### src/rtl/rv32i_wb_pkg.sv
// Shared types and helpers for the integer register-file writeback path.
// Holds the register-file geometry and the write-request bundle.
package rv32i_wb_pkg;

  localparam int DATA_W   = 32;
  localparam int ADDR_W   = 5;
  localparam int NUM_REGS = 2 ** ADDR_W;

  typedef struct packed {
    logic [ADDR_W-1:0] rd;
    logic [DATA_W-1:0] data;
  } wb_req_t;

  function automatic logic is_x0(
    input logic [ADDR_W-1:0] idx
  );
    return idx == '0;
  endfunction

endpackage

### src/rtl/regfile_writeback_wb_fifo.sv
// Small FIFO holding load results waiting for a free write port.
// Depth must be a power of two so the pointers wrap naturally.
module wb_fifo
  import rv32i_wb_pkg::*;
#(
  parameter int Depth = 2
) (
  input  logic    clk,
  input  logic    rst,
  input  logic    push,
  input  wb_req_t wr,
  input  logic    pop,
  output wb_req_t head,
  output logic    full,
  output logic    empty
);

  localparam int PW = $clog2(Depth);

  wb_req_t        mem [Depth];
  logic [PW-1:0]  wptr;
  logic [PW-1:0]  rptr;
  logic [PW:0]    count;
  logic           do_push;
  logic           do_pop;

  assign full    = count == (PW+1)'(Depth);
  assign empty   = count == '0;
  assign do_push = push && !full;
  assign do_pop  = pop && !empty;
  assign head    = mem[rptr];

  always_ff @(posedge clk) begin
    if (do_push) begin
      mem[wptr] <= wr;
    end
  end

  always_ff @(posedge clk or negedge rst) begin
    if (!rst) begin
      wptr  <= '0;
      rptr  <= '0;
      count <= '0;
    end else begin
      if (do_push) begin
        wptr <= wptr + 1'b1;
      end
      if (do_pop) begin
        rptr <= rptr + 1'b1;
      end
      unique case ({do_push, do_pop})
        2'b10:   count <= count + 1'b1;
        2'b01:   count <= count - 1'b1;
        default: count <= count;
      endcase
    end
  end

endmodule

### src/rtl/regfile_writeback.sv
// Register-file write port arbiter (ALU over buffered loads)
// with a per-register busy scoreboard for issue hazards.
module regfile_writeback
  import rv32i_wb_pkg::*;
#(
  parameter int Data_Width   = DATA_W,
  parameter int AddrRegWidth = ADDR_W,
  parameter int LdFifoDepth  = 2
) (
  input  logic                       clk,
  input  logic                       rst,
  input  logic                       issue_valid,
  input  logic [AddrRegWidth-1:0]    issue_rd,
  input  logic [AddrRegWidth-1:0]    issue_rs1,
  input  logic [AddrRegWidth-1:0]    issue_rs2,
  output logic                       issue_ready,
  input  logic                       alu_valid,
  input  logic [AddrRegWidth-1:0]    alu_rd,
  input  logic [Data_Width-1:0]      alu_data,
  input  logic                       ld_valid,
  output logic                       ld_ready,
  input  logic [AddrRegWidth-1:0]    ld_rd,
  input  logic [Data_Width-1:0]      ld_data,
  output logic                       wb_en,
  output logic [AddrRegWidth-1:0]    wb_rd,
  output logic [Data_Width-1:0]      wb_data,
  output logic [2**AddrRegWidth-1:0] busy
);

  localparam int NR = 2 ** AddrRegWidth;

  wb_req_t                 ld_req;
  wb_req_t                 ld_head;
  logic                    ld_push;
  logic                    ld_pop;
  logic                    ld_full;
  logic                    ld_empty;
  logic                    alu_sel;
  logic                    hazard;
  logic                    issue_fire;
  logic                    wb_en_q;
  logic [AddrRegWidth-1:0] wb_rd_q;
  logic [Data_Width-1:0]   wb_data_q;
  logic [NR-1:0]           busy_q;
  logic [NR-1:0]           busy_d;

  always_comb begin
    hazard = 1'b0;
    if (!is_x0(issue_rs1) && busy_q[issue_rs1]) hazard = 1'b1;
    if (!is_x0(issue_rs2) && busy_q[issue_rs2]) hazard = 1'b1;
    if (!is_x0(issue_rd)  && busy_q[issue_rd])  hazard = 1'b1;
  end

  assign issue_ready = !hazard;
  assign issue_fire  = issue_valid && issue_ready;

  // x0 loads complete the handshake but never occupy the buffer
  assign ld_ready = !ld_full;
  assign ld_push  = ld_valid && !ld_full && !is_x0(ld_rd);
  assign alu_sel  = alu_valid && !is_x0(alu_rd);
  assign ld_pop   = !alu_sel && !ld_empty;

  always_comb begin
    ld_req      = '0;
    ld_req.rd   = ld_rd;
    ld_req.data = ld_data;
  end

  wb_fifo #(
    .Depth (LdFifoDepth)
  ) u_ld_fifo (
    .clk   (clk),
    .rst   (rst),
    .push  (ld_push),
    .wr    (ld_req),
    .pop   (ld_pop),
    .head  (ld_head),
    .full  (ld_full),
    .empty (ld_empty)
  );

  always_ff @(posedge clk or negedge rst) begin
    if (!rst) begin
      wb_en_q   <= 1'b0;
      wb_rd_q   <= '0;
      wb_data_q <= '0;
    end else begin
      wb_en_q <= alu_sel || ld_pop;
      if (alu_sel) begin
        wb_rd_q   <= alu_rd;
        wb_data_q <= alu_data;
      end else if (ld_pop) begin
        wb_rd_q   <= ld_head.rd;
        wb_data_q <= ld_head.data;
      end
    end
  end

  // clear first so a same-edge re-issue to the same rd keeps it busy
  always_comb begin
    busy_d = busy_q;
    if (wb_en_q) begin
      busy_d[wb_rd_q] = 1'b0;
    end
    if (issue_fire && !is_x0(issue_rd)) begin
      busy_d[issue_rd] = 1'b1;
    end
    busy_d[0] = 1'b0;
  end

  always_ff @(posedge clk or negedge rst) begin
    if (!rst) begin
      busy_q <= '0;
    end else begin
      busy_q <= busy_d;
    end
  end

  assign wb_en   = wb_en_q;
  assign wb_rd   = wb_rd_q;
  assign wb_data = wb_data_q;
  assign busy    = busy_q;

endmodule

### config.mk
export PLATFORM = sky130hd
export DESIGN_NAME = regfile_writeback
export DESIGN_NICKNAME = d
export VERILOG_FILES = /design/src/rtl/rv32i_wb_pkg.sv /design/src/rtl/regfile_writeback_wb_fifo.sv /design/src/rtl/regfile_writeback.sv
export SDC_FILE = /design/constraint.sdc
export NUM_CORES = 1
export LEC_CHECK = 0
export CAP_MARGIN = 0
export CORE_MARGIN = 3
export CORE_UTILIZATION = 40
export CTS_CLUSTER_SIZE = 10
export DETAILED_ROUTE_END_ITERATION = 10
export DONT_BUFFER_PORTS = 1
export REMOVE_ABC_BUFFERS = 1
export SYNTH_ARGS = -nofsm -noshare
export SYNTH_HDL_FRONTEND = slang
export SYNTH_SLANG_ARGS = --single-unit
### constraint.sdc
create_clock -name clk -period 6.1 [get_ports clk]
set_input_delay 1.83 -clock clk [delete_from_list [all_inputs] [get_ports clk]]
set_output_delay 1.83 -clock clk [all_outputs]
set_load 0.02 [all_outputs]
==> results.md <==
- Status: finished, final reports clean
- Post-synth cell types: 56
- Clock skew: 0.00962 ns
- Hold EP: u_ld_fifo.wptr$_DFFE_PN0P_
- Final global-route overflow total: 0
- Post-CTS Setup Inserts: 0
- I/O Buffers: 0
- Setup violators final: 0
- Max transition margin: 0.224
- GP Congestion: 0.863
- Core Area: 16,800 sq um
- Initial antenna violation count: 0
- WP data required: roughly 4.3 ns
- I/O pin count: about 170
- Mapped Cells: approximately 600
- Peak VDD IR: roughly 0.34 mV
- Clk_lat worst skew: 0.42 ns
- ANT cells: 0
- ANT nets after route: 0
- Total number of vias: 4,811
- Die height: about 140 um
- Syn_area_per_cell: between 10 and 15 sq um
- Die X: ~140 um
- Drt via density: 5.91
- TritonCTS Buffers: 17
- FILL cells: between 1,500 and 2,000
- Top FF cell, synth: edfxtp_1
- Endpoint type of the worst setup path: output pin
- Post-DR wirelength/cell: between 20 and 25 um
- Critical Path Max Stage Delay: about 0.35 ns
- Area Growth Syn to Fin: 10.9%
- Worst Hold Depth: 1
- M2 GR Usage: 0.288
- Power Density: 517 nW/um^2
- Post-CTS Hold Buffers: 0
- Worst Setup Start Kind: input pin
- Dpl hpwl: approximately 12 mm
- Fmax: 191 MHz
- CP Max Fanout: 14
- H-tree depth: 4
- Worst slew pin tran: between 1 and 1.5 ns
- Worst hold path startpoint: u_ld_fifo.wptr$_DFFE_PN0P_
- # clock sinks: ~150
- Synth warn: 0
- Crit path DAT: ~3.4 ns
- Post-cts resize count: 0
- Final setup margin: between 0.8 and 0.9 ns
- Seq/Total Area, Yosys: 0.584
- Grt peak-use layer: met2
- Critical path's slowest cell: nor2_1
- Final min period: ~5.2 ns
- Final worst-path cycle share: 0.857
- Hold Vio Cnt, Final: 0
- First-pass GRT wire length: 26.7 mm
- Hold_ws: 0.563 ns
- Share of cells above drive strength 1: 0.113
- Clock root buffer: clkbuf_16
- Seq cells post-synth: ~150
- Nets: roughly 680
- Met1 GRT Util: 0.222
- Hold Path Class: reg -> reg
- Setup Crit Path Kind: in -> out
- R2r endpoint: busy[29]$_DFF_PN0_
- DRT iter0 DRCs: about 350
- Pleak: roughly 2.9 nW
- Worst-path clk slew: roughly 0.06 ns
- Starting Density: 0.414
- WL final: 17.5 mm
- Synth Cell Area: ~6900 sq um
- Vias in the first global route: roughly 4,800
- TritonRoute pass-1 iters: 5
- Post-synth EDFFs: between 70 and 80
- Drc violations: 0
- Clock buffer depth: 2
- Async SR Flop Fraction: 0.497
- Final setup TNS: 0 ns
- Row cnt: 47
- Place WS: between 0.8 and 0.9 ns
- DIE AREA: roughly 19,000 sq um
- Largest net degree at the start of global routing: between 70 and 80
- CTS tree: done
- Setup repair after global routing missed its margin: no
- FF-to-FF path depth: 5
- Critical path cell sequence: mux2_1, o311ai_0, a221oi_1, nor3_2, buf_4, nand3_1, nor2_1
- M3 GR Usage: 0.0924
- Pins Over Slew Limit: 0
- R2R Setup Slk: 3.41 ns
- Reg-to-reg startpoint: busy[15]$_DFF_PN0_
- Max Cap Viol: 0
- Total track usage: 0.186
## flip-flops by register name, summed over array words and instances, names as in the netlist
| signal | cells |
|---|---|
| busy | 31 |
| u_ld_fifo.mem | 74 |
| u_ld_fifo.wptr | 1 |
| wb_data | 32 |
| wb_en | 1 |
| u_ld_fifo.rptr | 1 |
| u_ld_fifo.count | 2 |
| wb_rd | 5 |
## critical path, delay by kind of cell
| kind | cells | cell delay, ns |
|---|---|---|
| AO/OA/AOI/OAI | 2 | 0.43 |
| buffers and inverters | 1 | 0.21 |
| multiplexers | 1 | 0.28 |
| AND/OR/NAND/NOR | 3 | 0.65 |
## layout make-up
cell class,instances,area [sq um],share of cell area
Clock buffer,17,425,0.0553
Clock inverter,15,185,0.0241
Inverter,7,26.3,0.00342
Multi-Input combinational cell,403,2690,0.350
Sequential cell,147,4050,0.527
Tap cell,220,275,0.0358
Timing Repair Buffer,5,37.5,0.00488
## layout by cell type, fill, tap and decap left out, drive strengths merged, types with 3 or more instances in the layout
master | synthesis | routed
edfxtp | 74 | 74
nor2b | 3 | 3
a21oi | 40 | 40
or3 | 5 | 5
nor2 | 60 | 60
mux2i | 54 | 54
nand3b | 13 | 13
xnor2 | 3 | 3
mux2 | 7 | 7
dfrtp | 73 | 73
nor3 | 4 | 4
clkbuf | 30 | 17
o21ai | 81 | 81
buf | 11 | 5
o41ai | 12 | 12
o31ai | 9 | 9
or3b | 4 | 4
inv | 7 | 16
clkinv | 0 | 4
a2111oi | 3 | 3
mux4 | 11 | 11
nand3 | 18 | 18
nand2b | 3 | 3
nand2 | 43 | 43
## cells in the mapped netlist, types with 11 or more instances
cell      instances  share of area
o41ai_1          11          0.014
nand3b_1         13          0.014
mux2i_1          54          0.078
nand3_1          18          0.013
dfrtp_1          73           0.26
nand2_1          42          0.023
clkbuf_1         30          0.016
nor2_1           60          0.032
a21oi_1          40          0.029
edfxtp_1         74           0.32
o21ai_0          81          0.058
## how the worst max path moves through the flow
stage	slack, ns	start	cells after the start	to
2_1_floorplan	0.78	issue_rd[0]	5	issue_ready
3_3_place_gp	0.89	issue_rs1[0]	5	issue_ready
3_5_place_dp	0.89	issue_rs1[0]	5	issue_ready
4_1_cts	0.87	issue_rs1[0]	7	issue_ready
5_1_grt	0.65	issue_rs1[0]	7	issue_ready
6_report	0.87	issue_rs1[0]	7	issue_ready
## cells by family after synthesis
logic type	share of synthesized area
buffers and inverters	0.0316
DFF	0.584
and+or+nand+nor	0.115
xor gates and xnor gates	0.00632
muxes	0.126
other	0.000541
adders and majority gates	0.00180
AOI/OAI and AO/OA	0.135
## layer usage
layer  share of wire  routed length [um]  up-vias
met1            0.37                6570     2348
met4           0.019                 326        0
li1                -                   -     2198
met3            0.13                2200       31
met2            0.48                8450      234
met5               0                   0        -
## where the power goes
group          total, mW  switching [mW]  internal, mW
Sequential          1.94           0.576          1.37
Clock               1.06           0.441         0.622
Combinational      0.967           0.559         0.408
Total               3.97            1.58          2.40
## through the flow
stage / util / instance area [sq um] / std cells / power, mW
after floorplan: - / 6740 / 557 / 2.56
after global placement: 0.422 / 7080 / 782 / 2.89
after detailed placement: 0.422 / 7080 / 782 / 2.93
after CTS: 0.459 / 7690 / 814 / 4.00
after global routing: 0.459 / 7690 / 814 / 4.20
final: 0.459 / 7690 / 814 / 3.97
Note: power is estimated with default switching activity, not from simulation.
==> edit, RTL diff (config.mk and constraints unchanged) <==
Change the package constant `ADDR_W` from 5 to 3.
--- a/src/rtl/rv32i_wb_pkg.sv
+++ b/src/rtl/rv32i_wb_pkg.sv
@@ -3,7 +3,7 @@
 package rv32i_wb_pkg;
 
   localparam int DATA_W   = 32;
-  localparam int ADDR_W   = 5;
+  localparam int ADDR_W   = 3;
   localparam int NUM_REGS = 2 ** ADDR_W;
 
   typedef struct packed {
Ports: changed (7 resized); port bits go from 166 to 130. The function was not compared with the original's and may differ.
==> edit against the original RTL <==
Sequential power is 27% lower. Critical path depth is 3 lower. Largest cell class unchanged. Sequential cell count is 30 lower. Area after synthesis is 30% lower. Design area is 28% lower. Routed wire length is 46% lower. Power is 26% lower. Hold slack worse by 12 ps. Setup slack better by 340 ps. Critical endpoint unchanged. Largest power group unchanged. Utilization is 1.7 points higher.
==> edit: results <==
set metrics [dict create \
    ys_dominant_reg_cell "sky130_fd_sc_hd__edfxtp_1" \
    clock-root-buffer "sky130_fd_sc_hd__clkbuf_16" \
    crit_path_top_delay_cell "sky130_fd_sc_hd__a2111oi_2" \
    post_detailed_routing_wire_length_um 9532 \
    clkSlewWorstSetupHoldPaths_ps 50 \
    antenna_cells 0 \
    leakage_nw 2.135 \
    io_buffer_count 0 \
    globalRouteTotalUtil_pct 14.79 \
    grt_pass1_wl_um 14830 \
    outcome "finished, final reports clean" \
    finalNetCount 462 \
    synth_area_leaders "sky130_fd_sc_hd__edfxtp_1 (43%), sky130_fd_sc_hd__dfrtp_1 (24%), sky130_fd_sc_hd__mux2i_1 (7.9%)" \
    post-dp-hpwl_um 6067 \
    synth.cells.most_frequent "sky130_fd_sc_hd__edfxtp_1 (70), sky130_fd_sc_hd__dfrtp_1 (47), sky130_fd_sc_hd__nor2_1 (41), sky130_fd_sc_hd__nand2_1 (39), sky130_fd_sc_hd__mux2i_1 (38)" \
    registers.top_by_ff_count "u_ld_fifo.mem" \
    ys_warn_count 0 \
    remaining_max_slew_budget_at_the_tightest_pin_pct 25.01 \
    grt_antenna_before_repair 0 \
    drive_gt1_share_pct 10.54 \
    first_global_vias 2955 \
    grt_max_degree 69 \
    cts.repair.resized 0 \
    drt_first_pass_iters 4 \
    muxShareOfSynthArea_pct 9.335 \
    ys_seq_area_share_pct 67.75 \
    worst-path-max-fanout 8 \
    max_vdd_drop_mv 0.2905 \
    drt_first_iter_violations 92 \
    gp_congestion 0.8186 \
    post_synth_num_cell_types 37 \
    cts_max_level 4 \
    count_of_flip_flops_with_a_built_in_enable_after_synthesis 70 \
    clkLatencyLatePin_ps 400 \
    timing.critical_path.max_delay_family "compound AO/OA/AOI/OAI gates" \
    cpPeakStageDelay_ps 530 \
    viasPerCell 5.398 \
    number_of_vias_after_detailed_routing 2872 \
    synth_compound_area_share_pct 11.27 \
    largest_register_ff_count 70 \
    holdCritPathClass "reg -> reg" \
    asyncSetResetFlopFracSynth_pct 40.17 \
    skew_ps 3.928 \
    yosys.area_share.xor_xnor_pct 0.9051 \
    ctsLongestPathBuffers 2 \
    critical_path_arrival_ps 3060 \
    cts_setup_buffers 0 \
    postSynthCellCount 376 \
    numCtsBuffers 17 \
    synth_adder_area_share_pct 0.2586 \
    placedCellCount 501 \
]
[edit: cell families after synthesis]
logic type      after synthesis
xor+xnor                      5
fa+ha+maj                     1
simple gates                 96
flops                       117
compound gates               91
buf+inv                      22
mux                          43
other cells                   1
[edit: metrics by stage]
stage / worst slack [ps] / cell area [um^2]
5_1_grt: 1142 / 5523
3_3_place_gp: 1214 / 4972
2_1_floorplan: 1273 / 4753
4_1_cts: 1189 / 5523
6_report: 1214 / 5523
3_5_place_dp: 1191 / 4972
[edit: layer usage]
layer  up-vias  track usage [%]  share of wire (%)
met3        13            8.512                 11
met2       101            23.90                 49
met4         0            5.104                1.2
li1       1371                -                  -
met1      1387            16.43                 39
met5         -                0                  0
[edit: area by class of cell]
class / count / area, um^2
Clock buffer: 27 / 533.0
Sequential cell: 117 / 3279
Tap cell: 143 / 178.9
Timing Repair Buffer: 2 / 15.01
Inverter: 2 / 7.507
Fill cell: 1034 / 6091
Multi-Input combinational cell: 237 / 1491
Clock inverter: 4 / 17.52
[edit: worst paths after layout]
check | start | end | slack [ps] | cells after the start
hold / removal | u_ld_fifo.count[1] | u_ld_fifo.count[1] | 550 | 1
max in group asynchronous | rst | wb_data[21] | 4880 | 0
setup / recovery | issue_rs2[0] | issue_ready | 1210 | 4
hold reg to reg | u_ld_fifo.count[1] | u_ld_fifo.count[1] | 550 | 1
setup reg to reg | u_ld_fifo.count[0] | u_ld_fifo.mem[0][18] | 3680 | 3
min in group asynchronous | rst | wb_data[29] | 1120 | 0
[edit: power by group]
group	switching [mW]	total, mW	internal (mW)
clock network	0.313	0.900	0.588
logic	0.344	0.609	0.265
registers	0.345	1.42	1.08
total	1.00	2.93	1.93
